==> src/rtl/wb_pkg.sv <==
// Shared decode constants and status codes for the writeback arbiter.
package wb_pkg;

  localparam logic [4:0] OP_RTYPE = 5'b00000;
  localparam logic [4:0] OP_ADDI  = 5'b00101;
  localparam logic [4:0] OP_LW    = 5'b01000;
  localparam logic [4:0] OP_JAL   = 5'b00011;
  localparam logic [4:0] OP_SETX  = 5'b10101;

  localparam logic [4:0] ALU_ADD  = 5'b00000;
  localparam logic [4:0] ALU_SUB  = 5'b00001;

  localparam logic [2:0] ST_ADD   = 3'd1;
  localparam logic [2:0] ST_ADDI  = 3'd2;
  localparam logic [2:0] ST_SUB   = 3'd3;
  localparam logic [2:0] ST_MUL   = 3'd4;
  localparam logic [2:0] ST_DIV   = 3'd5;

  // Register-file write request at the default architectural widths.
  typedef struct packed {
    logic        en;
    logic [4:0]  idx;
    logic [31:0] data;
  } wr_req_t;

endpackage

==> src/rtl/wb_md_fifo.sv <==
// Synchronous FIFO for mult/div results; head is valid whenever count != 0.
module wb_md_fifo #(
  parameter int W     = 37,
  parameter int DEPTH = 4
) (
  input  logic                       clock,
  input  logic                       reset,
  input  logic                       push,
  input  logic                       pop,
  input  logic [W-1:0]               wdata,
  output logic [W-1:0]               head,
  output logic [$clog2(DEPTH):0]     count
);
  localparam int AW = $clog2(DEPTH);

  logic [W-1:0]  mem [DEPTH];
  logic [AW-1:0] wr_ptr, rd_ptr;

  always_ff @(posedge clock) begin
    if (push) mem[wr_ptr] <= wdata;
  end

  // Pointers are power-of-two sized, so wrap falls out of the adder.
  always_ff @(posedge clock or posedge reset) begin
    if (reset) begin
      wr_ptr <= '0;
      rd_ptr <= '0;
      count  <= '0;
    end else begin
      if (push) wr_ptr <= wr_ptr + AW'(1);
      if (pop)  rd_ptr <= rd_ptr + AW'(1);
      case ({push, pop})
        2'b10:   count <= count + (AW+1)'(1);
        2'b01:   count <= count - (AW+1)'(1);
        default: ;
      endcase
    end
  end

  assign head = mem[rd_ptr];

endmodule

==> src/rtl/wb_arbiter.sv <==
// Writeback arbiter: MW pipeline writes win the regfile port, queued mult/div
// results drain in idle cycles. Optional status redirects under WB_EXCEPTION_EN.
module wb_arbiter
  import wb_pkg::*;
#(
  parameter int DATA_W     = 32,
  parameter int REG_AW     = 5,
  parameter int MD_DEPTH   = 4,
  parameter int LINK_REG   = 31,
  parameter int STATUS_REG = 30
) (
  input  logic                        clock,
  input  logic                        reset,
  input  logic                        mw_valid,
  input  logic [31:0]                 mw_insn,
  input  logic [DATA_W-1:0]           mw_o,
  input  logic [DATA_W-1:0]           mw_d,
  input  logic                        mw_ovf,
  input  logic                        md_valid,
  output logic                        md_ready,
  input  logic [REG_AW-1:0]           md_rd,
  input  logic [DATA_W-1:0]           md_result,
  input  logic                        md_exc,
  input  logic                        md_div,
  output logic                        ctrl_writeEnable,
  output logic [REG_AW-1:0]           ctrl_writeReg,
  output logic [DATA_W-1:0]           data_writeReg,
  output logic [$clog2(MD_DEPTH):0]   md_count
);
  localparam int CW = $clog2(MD_DEPTH) + 1;
`ifdef WB_EXCEPTION_EN
  localparam int EW = REG_AW + DATA_W + 2;
`else
  localparam int EW = REG_AW + DATA_W;
`endif

  typedef struct packed {
    logic              en;
    logic [REG_AW-1:0] idx;
    logic [DATA_W-1:0] data;
  } req_t;

  req_t              pw, md_w;
  logic [4:0]        op, alu_op;
  logic [REG_AW-1:0] rd, head_rd;
  logic [EW-1:0]     wdata, head;
  logic              push, pop;
  logic              unused;

  assign op     = mw_insn[31:27];
  assign alu_op = mw_insn[6:2];
  assign rd     = REG_AW'(mw_insn[26:22]);
  assign unused = ^{mw_insn[21:7], mw_insn[1:0], mw_ovf, md_exc, md_div, alu_op};

  always_comb begin
    pw = '0;
    case (op)
      OP_RTYPE, OP_ADDI: begin pw.en = (rd != '0); pw.idx = rd; pw.data = mw_o; end
      OP_LW:             begin pw.en = (rd != '0); pw.idx = rd; pw.data = mw_d; end
      OP_JAL:            begin pw.en = 1'b1; pw.idx = REG_AW'(LINK_REG);   pw.data = mw_o; end
      OP_SETX:           begin pw.en = 1'b1; pw.idx = REG_AW'(STATUS_REG); pw.data = mw_o; end
      default: ;
    endcase
`ifdef WB_EXCEPTION_EN
    // Overflow redirects to the status register even when rd is r0.
    if (mw_ovf && (op == OP_ADDI ||
                   (op == OP_RTYPE && (alu_op == ALU_ADD || alu_op == ALU_SUB)))) begin
      pw.en   = 1'b1;
      pw.idx  = REG_AW'(STATUS_REG);
      pw.data = (op == OP_ADDI) ? DATA_W'(ST_ADDI) :
                (alu_op == ALU_SUB) ? DATA_W'(ST_SUB) : DATA_W'(ST_ADD);
    end
`endif
    pw.en = pw.en & mw_valid;
  end

  assign md_ready = (md_count < CW'(MD_DEPTH));
  assign push     = md_valid && md_ready;
  assign pop      = !pw.en && (md_count != '0);

`ifdef WB_EXCEPTION_EN
  assign wdata = {md_exc, md_div, md_rd, md_result};
`else
  assign wdata = {md_rd, md_result};
`endif

  wb_md_fifo #(.W(EW), .DEPTH(MD_DEPTH)) u_fifo (
    .clock (clock),
    .reset (reset),
    .push  (push),
    .pop   (pop),
    .wdata (wdata),
    .head  (head),
    .count (md_count)
  );

  assign head_rd = head[DATA_W +: REG_AW];

  always_comb begin
    md_w.en   = (head_rd != '0);
    md_w.idx  = head_rd;
    md_w.data = head[DATA_W-1:0];
`ifdef WB_EXCEPTION_EN
    if (head[EW-1]) begin
      md_w.en   = 1'b1;
      md_w.idx  = REG_AW'(STATUS_REG);
      md_w.data = head[EW-2] ? DATA_W'(ST_DIV) : DATA_W'(ST_MUL);
    end
`endif
  end

  always_ff @(posedge clock or posedge reset) begin
    if (reset) begin
      ctrl_writeEnable <= 1'b0;
      ctrl_writeReg    <= '0;
      data_writeReg    <= '0;
    end else if (pw.en) begin
      ctrl_writeEnable <= 1'b1;
      ctrl_writeReg    <= pw.idx;
      data_writeReg    <= pw.data;
    end else if (pop) begin
      ctrl_writeEnable <= md_w.en;
      ctrl_writeReg    <= md_w.idx;
      data_writeReg    <= md_w.data;
    end else begin
      ctrl_writeEnable <= 1'b0;
    end
  end

endmodule

==> config.mk <==
export PLATFORM = sky130hd
export DESIGN_NAME = wb_arbiter
export DESIGN_NICKNAME = d
export VERILOG_FILES = /design/src/rtl/wb_pkg.sv /design/src/rtl/wb_md_fifo.sv /design/src/rtl/wb_arbiter.sv
export SDC_FILE = /design/constraint.sdc
export NUM_CORES = 1
export LEC_CHECK = 0
export ABC_AREA = 1
export CORE_MARGIN = 2
export CORE_UTILIZATION = 49
export CTS_CLUSTER_SIZE = 12
export DETAILED_ROUTE_END_ITERATION = 10
export MAX_ROUTING_LAYER = met4
export PLACE_DENSITY = 0.87
export SLEW_MARGIN = 20
export SYNTH_ARGS = -nofsm -noshare
export SYNTH_HDL_FRONTEND = slang
export SYNTH_SLANG_ARGS = --single-unit
==> constraint.sdc <==
create_clock -name clock -period 4.45 [get_ports clock]
set_input_delay 0.89 -clock clock [delete_from_list [all_inputs] [get_ports clock]]
set_output_delay 0.89 -clock clock [all_outputs]
set_load 0.02 [all_outputs]
==> metrics.txt <==
Residual DRC 0; Buffers on Ports 156; hold buffers post-CTS 0; DR WL/cell 18.4 um; setup bufs post-CTS 0; Synthesis Warnings 0; Distinct cells, synth 25; Critical Path Source Type input pin; Die X 142 um; number of vias in the routed layout 7911; PD cells 571 mW/mm^2; fmax 287 MHz; clk buf depth 2; nets 1229; Max Slew Vio Count 0; Mean Syn Cell Area 9.63 um^2; vias in the first global route 7288; largest net degree at the start of global routing 78; commonest non-fill, non-tap cell in the layout clkdlybuf4s50_1; CP Class input pin to flip-flop; worst min-delay path category flip-flop to flip-flop; dpl hpwl 15800 um; Worst setup EP type flip-flop; Final GP Congestion 0.886; Seq cells post-synth 193; Synth Cell Area 0.00931 mm^2; final hold vios 0; CORE AREA 0.0186 mm^2; routed wire length 24600 um; fin worst setup slack 0.968 ns; Synth top area share 47.7%; slew margin rel. 47.7%; vias per inst 5.93; DR iter-0 viols 996; Leak 4.36 nW; global-route wire length before repair 37700 um; Die Y 142 um; initial core utilization 49.9%; pre-CTS setup slack 0.618 ns; arrival time of the worst setup path 3.79 ns; clk slew on worst S/H paths 0.07 ns; Max-cap violations 0; outcome completed; Syn Nets 1113; drt first pass iters 5; Period Utilization, post-route 78.2%; RSZ-0062 raised after global routing no; Worst Path Max Fanout 76; io pins 182; # rows 50; Data required, critical path 4.76 ns; grt ovf 0; clk root buf clkbuf_16; Mapped Cells 967; initial antenna violation count 4; TritonCTS clock tree done; die area 0.0201 mm^2; GRT Resource Usage Total 24.8%; sequential share of the synthesized area 59.8%; H-tree depth 4; post-route ant nets 0; placed cells 1298; Filler cells 1443; area leader, netlist edfxtp_1; layout cells sized above 1 6.93%; synth top area cells edfxtp_1 48%, dfrtp_1 12%, nand4_1 9.3%; P&R area growth vs syn 24.6%; Clk Latency, worst-skew pair 0.43 ns; CTS Buf Count 17; Setup violations, final 0; min Tclk post-route 3.48 ns; most frequent cells in the layout 156 x clkdlybuf4s50_1, 150 x nand3_1, 148 x edfxtp_1; worst slew pin tran 0.783 ns; post-CTS sizing 0; clk sinks 193; non-filler instance count after layout 1335; Worst Clk Skew 0.00928 ns; TNS Setup 0 ns; VDD IR max 0.353 mV
-- stage by stage --
step                instance area [um^2]  utilization (%)  hold WS (ns)  power (mW)
floorplan                           9310                -         0.557        4.11
detailed placement                 11000             59.1         0.534        5.14
finish                             11600             62.2         0.546        6.62
global route                       11600             62.2         0.575        6.99
global placement                   11000             59.1         0.524        5.04
CTS                                11600             62.1         0.550        6.63
-- synthesized netlist by cell type --
library cell	count
a21oi_1	2
buf_1	11
buf_2	24
buf_4	1
buf_6	4
clkbuf_1	45
dfrtp_1	45
edfxtp_1	148
fa_1	1
ha_1	5
inv_1	55
inv_2	2
nand2_1	115
nand2_2	1
nand3_1	150
nand4_1	139
nor2_1	106
nor2_2	5
nor3_1	1
o21ai_0	88
o21ai_1	11
o21bai_1	1
or2_2	3
xnor2_1	2
xor2_1	2
-- path summary, 6_finish.rpt --
path | start | cells after the start | slack [ns] | end
max | mw_insn[31] | 12 | 0.97 | data_writeReg[16]
min | data_writeReg[13] | 2 | 0.55 | data_writeReg[13]
max reg2reg | u_fifo.count[0] | 11 | 2.06 | u_fifo.count[2]
min reg2reg | data_writeReg[13] | 2 | 0.55 | data_writeReg[13]
max in group asynchronous | reset | 3 | 2.92 | u_fifo.rd_ptr[0]
min in group asynchronous | reset | 2 | 0.79 | data_writeReg[11]
-- flip-flops by register name, summed over array words and instances, names as in the netlist --
name,cells
u_fifo.wr_ptr,2
ctrl_writeReg,5
ctrl_writeEnable,1
u_fifo.mem,148
u_fifo.count,3
u_fifo.rd_ptr,2
data_writeReg,32
-- per-layer routing --
layer  routed length, um  global-route usage (%)
met2               11200                    37.0
met3                2470                    6.82
met5                   0                       -
met4                 512                    7.89
met1               10400                    33.2
-- cell type report --
| cell class | instances | area (um^2) | share of cell area (%) |
|---|---|---|---|
| Antenna cell | 5 | 12.5 | 0.108 |
| Clock buffer | 18 | 429 | 3.70 |
| Clock inverter | 14 | 139 | 1.20 |
| Inverter | 57 | 214 | 1.85 |
| Multi-Input combinational cell | 632 | 3180 | 27.4 |
| Sequential cell | 193 | 5570 | 48.1 |
| Tap cell | 234 | 293 | 2.52 |
| Timing Repair Buffer | 182 | 1760 | 15.1 |
-- critical path, stage by stage --
cell	delay (ns)
clkdlybuf4s50_1	0.46
buf_4	0.22
clkinv_1	0.11
buf_4	0.22
nand3_1	0.11
nand3_1	0.13
nand2_2	0.09
buf_4	0.58
nand2_1	0.42
buf_4	0.35
nand2_1	0.11
nand3_1	0.08
-- where the power goes --
group          internal, mW  switching [mW]
registers              2.38           0.243
logic                 0.952            1.57
clock network         0.826           0.651
-- kinds of logic after synthesis --
family	Yosys count	synth area share (%)
XOR/XNOR	4	0.376
AO/OA/AOI/OAI	102	5.51
AND/OR/NAND/NOR	520	27.0
flip-flops	193	59.8
buffers and inverters	142	6.41
adder cells (fa/ha/maj)	6	0.887
No activity file was read; power rests on OpenSTA's default activity.
